===== src/rtl/instr_pkg.sv =====
`default_nettype none
// ============================================================================
// Module  : instr_pkg
// Brief   : MIPS opcode, request-class and field-width constants; loader FSM states.
// Revision: 1.0
// ============================================================================
package instr_pkg;

  localparam int CLASS_W  = 3;
  localparam int REG_W    = 5;
  localparam int FUNCT_W  = 6;
  localparam int IMM_W    = 16;
  localparam int TARGET_W = 26;
  localparam int WORD_W   = 32;

  // Opcodes shared with the control unit decoder
  localparam logic [5:0] OP_RTYPE = 6'h00;
  localparam logic [5:0] OP_J     = 6'h02;
  localparam logic [5:0] OP_BEQ   = 6'h04;
  localparam logic [5:0] OP_ADDI  = 6'h08;
  localparam logic [5:0] OP_LW    = 6'h23;
  localparam logic [5:0] OP_SW    = 6'h2B;

  localparam logic [CLASS_W-1:0] CLS_R    = 3'd0;
  localparam logic [CLASS_W-1:0] CLS_ADDI = 3'd1;
  localparam logic [CLASS_W-1:0] CLS_BEQ  = 3'd2;
  localparam logic [CLASS_W-1:0] CLS_J    = 3'd3;
  localparam logic [CLASS_W-1:0] CLS_LW   = 3'd4;
  localparam logic [CLASS_W-1:0] CLS_SW   = 3'd5;

  typedef enum logic [1:0] {
    IDLE = 2'd0,
    LOAD = 2'd1,
    DONE = 2'd2
  } state_t;

endpackage
`default_nettype wire


===== src/rtl/instr_field_encoder.sv =====
`default_nettype none
// ============================================================================
// Module  : instr_field_encoder
// Brief   : Combinational class + fields -> 32-bit MIPS word and legality flag.
// Revision: 1.0
// ============================================================================
module instr_field_encoder
  import instr_pkg::*;
(
  input  logic [CLASS_W-1:0]  req_class,
  input  logic [REG_W-1:0]    req_rs,
  input  logic [REG_W-1:0]    req_rt,
  input  logic [REG_W-1:0]    req_rd,
  input  logic [FUNCT_W-1:0]  req_funct,
  input  logic [IMM_W-1:0]    req_imm,
  input  logic [TARGET_W-1:0] req_target,
  output logic [WORD_W-1:0]   word,
  output logic                legal
);

  always_comb begin
    word  = '0;
    legal = 1'b1;
    case (req_class)
      CLS_R:    word = {OP_RTYPE, req_rs, req_rt, req_rd, 5'b0, req_funct};
      CLS_ADDI: word = {OP_ADDI, req_rs, req_rt, req_imm};
      CLS_BEQ:  word = {OP_BEQ, req_rs, req_rt, req_imm};
      CLS_J:    word = {OP_J, req_target};
      CLS_LW:   word = {OP_LW, req_rs, req_rt, req_imm};
      CLS_SW:   word = {OP_SW, req_rs, req_rt, req_imm};
      default:  legal = 1'b0;
    endcase
  end

endmodule
`default_nettype wire


===== src/rtl/instr_mem_loader.sv =====
`default_nettype none
// ============================================================================
// Module  : instr_mem_loader
// Brief   : Encodes instruction requests and writes them sequentially to imem.
//           Optional INSTR_LOADER_CHECKSUM_EN adds an XOR checksum output.
// Revision: 1.0
// ============================================================================
module instr_mem_loader
  import instr_pkg::*;
#(
  parameter int ADDR_W = 10,
  parameter int DEPTH  = 256
) (
  input  logic                clk,
  input  logic                arst_n,
  input  logic                start,
  input  logic [ADDR_W-1:0]   base_addr,
  input  logic                req_valid,
  output logic                req_ready,
  input  logic [CLASS_W-1:0]  req_class,
  input  logic [REG_W-1:0]    req_rs,
  input  logic [REG_W-1:0]    req_rt,
  input  logic [REG_W-1:0]    req_rd,
  input  logic [FUNCT_W-1:0]  req_funct,
  input  logic [IMM_W-1:0]    req_imm,
  input  logic [TARGET_W-1:0] req_target,
  input  logic                req_last,
  output logic                imem_we,
  output logic [ADDR_W-1:0]   imem_addr,
  output logic [WORD_W-1:0]   imem_wdata,
  output logic                busy,
  output logic                done,
  output logic                err,
  output logic [ADDR_W:0]     count
`ifdef INSTR_LOADER_CHECKSUM_EN
  ,
  output logic [WORD_W-1:0]   checksum
`endif
);

  localparam logic [ADDR_W:0]   C_DEPTH    = (ADDR_W+1)'(DEPTH);
  localparam logic [ADDR_W-1:0] C_WORD_INC = ADDR_W'(4);

  state_t              r_state;
  state_t              w_state_nxt;
  logic [ADDR_W-1:0]   r_wr_ptr;
  logic [ADDR_W:0]     r_count;
  logic                r_err;
  logic                r_we;
  logic [ADDR_W-1:0]   r_addr;
  logic [WORD_W-1:0]   r_wdata;
  logic [WORD_W-1:0]   w_word;
  logic                w_legal;
  logic                w_ready;
  logic                w_accept;
  logic                w_overflow;

  instr_field_encoder u_enc (
    .req_class  (req_class),
    .req_rs     (req_rs),
    .req_rt     (req_rt),
    .req_rd     (req_rd),
    .req_funct  (req_funct),
    .req_imm    (req_imm),
    .req_target (req_target),
    .word       (w_word),
    .legal      (w_legal)
  );

  // start pre-empts any same-cycle request
  assign w_ready    = (r_state == LOAD) && !start && (r_count < C_DEPTH);
  assign w_accept   = req_valid && w_ready;
  assign w_overflow = (r_state == LOAD) && !start && req_valid && (r_count >= C_DEPTH);

  always_ff @(posedge clk or negedge arst_n) begin
    if (!arst_n) r_state <= IDLE;
    else         r_state <= w_state_nxt;
  end

  always_comb begin
    w_state_nxt = r_state;
    if (start)
      w_state_nxt = LOAD;
    else if ((r_state == LOAD) && ((w_accept && req_last) || w_overflow))
      w_state_nxt = DONE;
  end

  always_comb begin
    busy      = (r_state == LOAD);
    done      = (r_state == DONE);
    req_ready = w_ready;
  end

  // Count and pointer advance at accept so they line up with the write strobe
  always_ff @(posedge clk or negedge arst_n) begin
    if (!arst_n) begin
      r_wr_ptr <= '0;
      r_count  <= '0;
      r_err    <= 1'b0;
      r_we     <= 1'b0;
      r_addr   <= '0;
      r_wdata  <= '0;
    end else begin
      r_we <= 1'b0;
      if (start) begin
        r_wr_ptr <= {base_addr[ADDR_W-1:2], 2'b00};
        r_count  <= '0;
        r_err    <= 1'b0;
      end else begin
        if (w_accept) begin
          if (w_legal) begin
            r_we     <= 1'b1;
            r_addr   <= r_wr_ptr;
            r_wdata  <= w_word;
            r_wr_ptr <= r_wr_ptr + C_WORD_INC;
            r_count  <= r_count + (ADDR_W+1)'(1);
          end else begin
            r_err <= 1'b1;
          end
        end
        if (w_overflow) r_err <= 1'b1;
      end
    end
  end

`ifdef INSTR_LOADER_CHECKSUM_EN
  logic [WORD_W-1:0] r_checksum;

  always_ff @(posedge clk or negedge arst_n) begin
    if (!arst_n)                            r_checksum <= '0;
    else if (start)                         r_checksum <= '0;
    else if (w_accept && w_legal)           r_checksum <= r_checksum ^ w_word;
  end

  assign checksum = r_checksum;
`endif

  assign imem_we    = r_we;
  assign imem_addr  = r_addr;
  assign imem_wdata = r_wdata;
  assign err        = r_err;
  assign count      = r_count;

endmodule
`default_nettype wire


===== config.mk =====
export PLATFORM = sky130hd
export DESIGN_NAME = instr_mem_loader
export DESIGN_NICKNAME = d
export VERILOG_FILES = /design/src/rtl/instr_pkg.sv /design/src/rtl/instr_field_encoder.sv /design/src/rtl/instr_mem_loader.sv
export SDC_FILE = /design/constraint.sdc
export NUM_CORES = 1
export LEC_CHECK = 0
export BUFFER_PORTS_ARGS = -buffer_cell sky130_fd_sc_hd__buf_2
export CAP_MARGIN = 10
export CORE_MARGIN = 2
export CORE_UTILIZATION = 40
export CTS_BUF_LIST = sky130_fd_sc_hd__clkbuf_16
export DETAILED_ROUTE_END_ITERATION = 10
export PLACE_DENSITY_LB_ADDON = 0.25
export REMOVE_ABC_BUFFERS = 1
export SETUP_SLACK_MARGIN = 0.5
export SLEW_MARGIN = 10
export SYNTH_ARGS = -nofsm -noshare
export SYNTH_HDL_FRONTEND = slang
export SYNTH_SLANG_ARGS = --single-unit

===== constraint.sdc =====
create_clock -name clk -period 2.9 [get_ports clk]
set_input_delay 0.58 -clock clk [delete_from_list [all_inputs] [get_ports clk]]
set_output_delay 0.58 -clock clk [all_outputs]
set_load 0.01 [all_outputs]

# Word-level counts from Yosys, hierarchy flattened
# Cells that the tools add are included.
[word_totals]
output_inout_bits = 58
input_bits = 81
wordCells = 55
reg_bits = 67
[op_classes]
mux = 17
magnitude_cmp = 2
add_sub_neg = 2
eq_ne = 8
n_reduce_logical = 18
bitwise = 1
[ops]
columns = ["op", "n"]
rows = [
  ["$pmux 32 s6", 1],
  ["$mux 11", 3],
  ["$mux 10", 3],
  ["$add 11x1->11 const B", 1],
  ["$ge 11x9->1 const B", 1],
  ["$lt 11x9->1 const B", 1],
  ["$add 10x3->10 const B", 1],
  ["$mux 1", 8],
  ["$logic_and 1x1->1", 7],
  ["$eq 3x2->1 const B", 2],
  ["$eq 3x3->1 const B", 2],
  ["$reduce_bool 2->1", 3],
  ["$reduce_or 6->1", 1],
  ["$mux 2", 2],
  ["$reduce_and 2->1", 2],
  ["$eq 3x1->1 const B", 1],
  ["$logic_not 3->1", 1],
  ["$ne 3x3->1 const B", 1],
  ["$reduce_and 3->1", 1],
  ["$reduce_bool 3->1", 1],
  ["$eq 2x1->1 const B", 1],
  ["$eq 2x2->1 const B", 1],
  ["$logic_not 1->1", 1],
  ["$logic_or 1x1->1", 1],
  ["$not 1->1", 1],
]

# Logic depth before layout (Yosys ltp)
[depth]
word_depth = 9
ltp_mapped = 8

# Hierarchy
# From an unflattened synthesis, not the netlist that was laid out.
[hier_totals]
cells_unflattened = 389
area_unflattened_um2 = 3364.5
[modules_own_cells]
columns = ["module", "n_inst", "cells_per_inst", "area_per_inst_um2"]
rows = [
  ["instr_mem_loader", 1, 286, 2682.6],
  ["instr_field_encoder", 1, 103, 681.9],
]

# Worst setup path before layout
# OpenSTA, ideal clock, no wires.
[synth_path]
kind = "input to register"
startpoint = "input req_class[2]"
endpoint = "register r_wdata[24] (netlist: imem_wdata[24])"
path_buffers = 3
path_slack_ps = 958
stages = 7
arrival_ps = 1819
cell_sequence = "buf_6 a2111oi_4 nand2_2 buf_6 buf_6 a221oi_2 nor2_1"
[synth_between]
elab_chain_len = 4
word_cells_on_any_way = 10
[synth_lines]
columns = ["element", "line", "text"]
rows = [
  ["from (decl)", "instr_mem_loader.sv:20", "input logic [CLASS_W-1:0] req_class,"],
  ["$eq 3x1->1 (tied with other cells)", "instr_field_encoder.sv:24", "case (req_class)"],
  ["$reduce_or 6->1 (no source line)", "--", ""],
  ["$mux 1", "instr_field_encoder.sv:24", ""],
  ["$reduce_and 3->1 (no source line)", "--", ""],
  ["to (signal assigned)", "instr_mem_loader.sv:114", "r_wdata <= w_word;"],
  ["to (decl)", "instr_mem_loader.sv:51", "logic [WORD_W-1:0] r_wdata;"],
]
# Several ways; a longest one is shown, not always the timed one.
# A chain may end at the register's enable or synchronous reset.

# Final worst setup path
[layout_path]
startpoint = "register r_count[8] (netlist: count[8])"
endpoint = "output req_ready"
[layout_between]
elab_chain_len = 2
[layout_lines]
columns = ["element", "line", "text"]
rows = [
  ["from (decl)", "instr_mem_loader.sv:47", "logic [ADDR_W:0] r_count;"],
  ["from (signal assigned)", "instr_mem_loader.sv:116", "r_count <= r_count + (ADDR_W+1)'(1);"],
  ["$lt 11x9->1", "instr_mem_loader.sv:71", "assign w_ready = (r_state == LOAD) && !start && (r_count < C_DEPTH);"],
  ["$logic_and 1x1->1", "instr_mem_loader.sv:71", ""],
  ["to (decl)", "instr_mem_loader.sv:19", "output logic req_ready,"],
]
# No other way between the ends.

==> results <==
- The die span in y is 92.70 um.
- In this run the tightest slew margin relative to its limit is 28.40%.
- Setup total negative slack on the finished layout was measured at 0 ps.
- Clock tree synthesis selected as its root buffer the cell sky130_fd_sc_hd__clkbuf_16.
- The first-pass iteration count of the detailed router is 5.
- Counting both buffers and inverters, the worst setup path holds a total of 1.
- In this run switching power makes up 28.89% of total power.
- In this design, the stage delay of the slowest critical-path cell is 440 ps.
- In the global route stage, met2 resource usage came out at 31.20%.
- Detailed routing inserted a total of 2896 vias.
- The worst-case register-to-register setup slack is 1000 ps.
- The total count of max-transition violations in the final report is 0.
- In this run, CTS created clock tree buffers numbering 9.
- The switching power summed over all nets is 0.7380 mW.
- The run finished with clean final reports.
- The number of warnings printed during yosys synthesis is 0.
- Data arrives at the worst endpoint at 1450 ps.
- Summing all multi-input logic gate instances after layout gives 1438 um2.
- The cell row count is 32.
- The count of nets left with antenna violations once routing finished came out at 0.
- At the pin with the least slew margin, the transition time is 1067 ps.
- The sequential cells in the finished layout cover a total of 1526 um2.
- The worst setup path category is reg -> out.
- Ranked by total cell area, the synthesized netlist is headed by sky130_fd_sc_hd__dfrtp_1 (49%), sky130_fd_sc_hd__nand2_1 (5.1%), sky130_fd_sc_hd__nor2_1 (4.9%).
- The die covers 8592 um2.
- In this run the power density over the cells is 624.1 nW/um2.
- Global routing used 3.499% of the available met3 tracks.
- The detail-routed via count per cell is 5.162.
- The final setup slack of the worst path is 874.4 ps.
- Across the VDD grid, the largest voltage drop is 0.0002978 V.
- The aggregate global routing overflow is 0.
- At the end of the flow, the number of nets in the layout was 538.
- Cells with a size suffix above 1 make up 39.30% of the layout.
- The final cell utilization of the core is 53.24%.
- Including well taps, the total number of placed cells is 545.
- The number of antenna violations at the first check in global routing is 1.
- In the synthesized netlist the dominant register cell turns out to be sky130_fd_sc_hd__dfrtp_1.
- The count of buffers added on input and output ports is 133.
- The via count of the first global-routing pass was 2694.
- The data required time at the worst endpoint is 2320 ps.
- The relative area change from synthesis to final layout is 30.06%.
- After clock tree synthesis, the clock-pin slew on the worst setup and hold paths is 50 ps.
- The worst-case clock buffer depth is 2.
- Summed over all layers, the routed wires come to 7.847 mm.
- The category of the worst setup path launch point is a register.
- The hold violation count in the final report is 0.
- The synthesized netlist devotes 1.113% of its cell area to XOR and XNOR gates.
- The overall track demand over capacity in global routing is 18.52%.
- The number of top-level pins is 139.
- The clock power share is 34.8%.
- The internal cell power is 1.816 mW.
- Dividing the detail-routed wire length by the instance count gives 13.99 um.
- The summed instance area of the synthesized netlist is 3147 um2.
- Buffers added to address setup during post-CTS repair amount to 0.
- The largest clock skew in the final design is 4.832 ps.
- Summing the areas of all fa, ha and maj instances in the mapped netlist gives 1.193% of the synthesized area.
- The placer's final routability congestion estimate is 0.7805.
- The path depth of the worst reg2reg path is 5.
- The worst register-to-register path ends at r_wr_ptr[5]$_DFFE_PN0P_.
- In the global route stage, met1 resource usage came out at 23.18%.
- The critical-path maximum fanout is 4.
- The leakage power total is 2.055 nW.
- The synthesized design contains 61 register bits.
- The worst path needs 2026 ps of the cycle, external delays included.
- Once layout is complete, the cells apart from fillers number 561.
- The H-tree depth is 3.
- The hold buffer count at cts is 0.
- The worst slack at placement is 619.0 ps.
- The detailed placement HPWL is 5.621 mm.
- The combinational group share of total power is 22.6%.
- After synthesis, the share of cell area in mux cells is 4.254%.
- For this configuration, the core starts out at a cell density of 40.93%.
- Static timing analysis puts the maximum clock frequency at 0.4937 GHz.
- STA classifies the critical path endpoint as a primary output.
- The global-route layer with the greatest usage is met2.
- Walking the worst path, the cells encountered are or3_1 > nor2b_1 > buf_2.
- After filler insertion, the fill cell instance count of the layout stands at 751.
- The design draws 2.554 mW.
- Setup violations remaining at the end of the flow were counted as 0.
- The kind of cell with the highest combined delay along the critical path is simple AND/OR/NAND/NOR gates.
- The async set or reset register ratio after synthesis is 100.0%.
- The largest family of logic cells by synthesized area is compound AO/OA/AOI/OAI gates.
- The area share of the largest cell type after synthesis is 48.51%.
- In this run the critical register-to-register path is launched from r_state[1]$_DFFE_PN0P_.
- Setup repair after global routing left no endpoint under its margin.
- The core box area is 7687 um2.
- Measured along the x axis, the die boundary spans 92.70 um.
- The number of different library cells in the post-synthesis netlist is 46.
- The number of synthesized flops with an enable pin is 0.
- Per report_power, the sequential group accounts for 42.6% of the total.
- For the worst-skew pair, the clock arrives at the later sink with an insertion delay of 320 ps.
- The cell with the biggest individual delay on the critical path is sky130_fd_sc_hd__dfrtp_1.
- Entering global routing, the biggest net connects 58 pins.
- The library cell with the largest summed area after synthesis is sky130_fd_sc_hd__dfrtp_1.
- The number of clock sinks is 61.
- The worst path uses 69.85% of the clock period.
- The global-route wire length before repair is 12.58 mm.
- The synthesized area per cell is 9.594 um2.
- Summing the areas of all compound-gate instances in the mapped netlist gives 19.84% of the synthesized area.
- The gate count after technology mapping is 328.
- Across the run, the number of max-cap violations was 0.
- The clock tree from TritonCTS is yes.
- Sequential elements use 48.51% of the synthesized area.
- The worst min-delay path class is in -> async.
- The initial DRC count is 105.
- The share of synthesized cell area in and, or, nand and nor gates is 18.93%.
- In the routed design, unresolved DRC markers number 0.
- Gates resized during post-CTS repair numbered 0.
## synthesized netlist by cell type, drive strengths merged (4+ instances only)
library cell  number
nor2              41
buf               19
mux2              11
nand2             44
a32oi              5
nand3              6
inv                7
a21oi             26
or2               11
a221o              6
o21ai             15
dfrtp             61
a221oi            10
a22oi             12
nor2b              4
nor3b              4
clkbuf             7
## cell type report
class	count	share of cell area, %
tap	102	3.118
clock buffer	9	5.503
sequential	61	37.30
timing repair buffer	139	17.67
antenna	1	0.06114
clock inverter	6	0.5809
inverter	7	0.6420
multi-input combinational	236	35.13
## registers in the layout, indices dropped and copies added, names as in the netlist
register	cells
imem_wdata	30
count	11
imem_addr	8
r_wr_ptr	8
r_state	2
err	1
imem_we	1
## worst max path at each step
stage / startpoint / endpoint / slack, ps / cells after the start
finish: count[8]$_DFFE_PN0P_ / req_ready / 870 / 3
CTS: count[8]$_DFFE_PN0P_ / req_ready / 880 / 3
detailed placement: req_class[2] / imem_wdata[25]$_DFFE_PN0P_ / 620 / 7
global placement: req_class[2] / imem_wdata[19]$_DFFE_PN0P_ / 610 / 7
floorplan: req_class[2] / count[6]$_DFFE_PN0P_ / 340 / 5
global route: req_class[2] / imem_wdata[25]$_DFFE_PN0P_ / 770 / 7
## routing by layer
metal / vias to the layer above / share of wire, %
met1: 1361 / 43
met2: 107 / 48
met5: - / 0
li1: 1411 / -
met3: 17 / 6.4
met4: 0 / 2.7
## layout by cell type, fill, tap and decap left out, types with 2 or more instances in the layout
cell type / netlist / final
sky130_fd_sc_hd__a21o_1: 3 / 3
sky130_fd_sc_hd__a21oi_1: 25 / 25
sky130_fd_sc_hd__a221o_1: 6 / 6
sky130_fd_sc_hd__a221oi_1: 8 / 8
sky130_fd_sc_hd__a221oi_2: 2 / 2
sky130_fd_sc_hd__a22oi_1: 12 / 12
sky130_fd_sc_hd__a32oi_1: 5 / 5
sky130_fd_sc_hd__and3_1: 3 / 3
sky130_fd_sc_hd__buf_2: 8 / 133
sky130_fd_sc_hd__buf_4: 7 / 5
sky130_fd_sc_hd__clkbuf_16: 0 / 9
sky130_fd_sc_hd__clkinv_1: 0 / 3
sky130_fd_sc_hd__conb_1: 1 / 3
sky130_fd_sc_hd__dfrtp_1: 61 / 61
sky130_fd_sc_hd__ha_1: 3 / 3
sky130_fd_sc_hd__inv_1: 6 / 8
sky130_fd_sc_hd__mux2_2: 11 / 11
sky130_fd_sc_hd__nand2_1: 43 / 43
sky130_fd_sc_hd__nand2b_1: 3 / 3
sky130_fd_sc_hd__nand3_1: 6 / 6
sky130_fd_sc_hd__nand4_1: 3 / 3
sky130_fd_sc_hd__nor2_1: 41 / 41
sky130_fd_sc_hd__nor2b_1: 4 / 4
sky130_fd_sc_hd__nor3_1: 3 / 3
sky130_fd_sc_hd__nor3b_1: 3 / 3
sky130_fd_sc_hd__o21ai_0: 13 / 13
sky130_fd_sc_hd__o21ai_1: 2 / 2
sky130_fd_sc_hd__o21bai_1: 3 / 3
sky130_fd_sc_hd__or2_2: 11 / 11
sky130_fd_sc_hd__or3_1: 3 / 3
sky130_fd_sc_hd__xor2_1: 3 / 3
## per-stage QoR
| stage | area [um2] | hold WS, ps |
|---|---|---|
| final | 4093 | 325.0 |
| after global routing | 4093 | 392.1 |
| after CTS | 4090 | 355.7 |
| after detailed placement | 3841 | 457.1 |
| after global placement | 3841 | 455.1 |
| after floorplan | 2990 | 284.4 |
## power groups by stage
stage	Sequential [mW]	Combinational [mW]	Clock, mW
2_1_floorplan	1.17	0.222	0
3_3_place_gp	1.10	0.575	0
3_5_place_dp	1.10	0.585	0
4_1_cts	1.09	0.587	0.912
5_1_grt	1.11	0.649	0.940
6_report	1.09	0.577	0.889
## logic make-up (layout without fill, tap and decap cells)
logic type | after synthesis | after routing
AO/OA/AOI/OAI | 86 | 86
XOR/XNOR | 4 | 4
adder cells (fa/ha/maj) | 3 | 3
buffers and inverters | 33 | 161
flip-flops | 61 | 61
multiplexers | 12 | 12
other | 1 | 4
AND/OR/NAND/NOR | 128 | 128
Power figures use the tool's default switching activity.
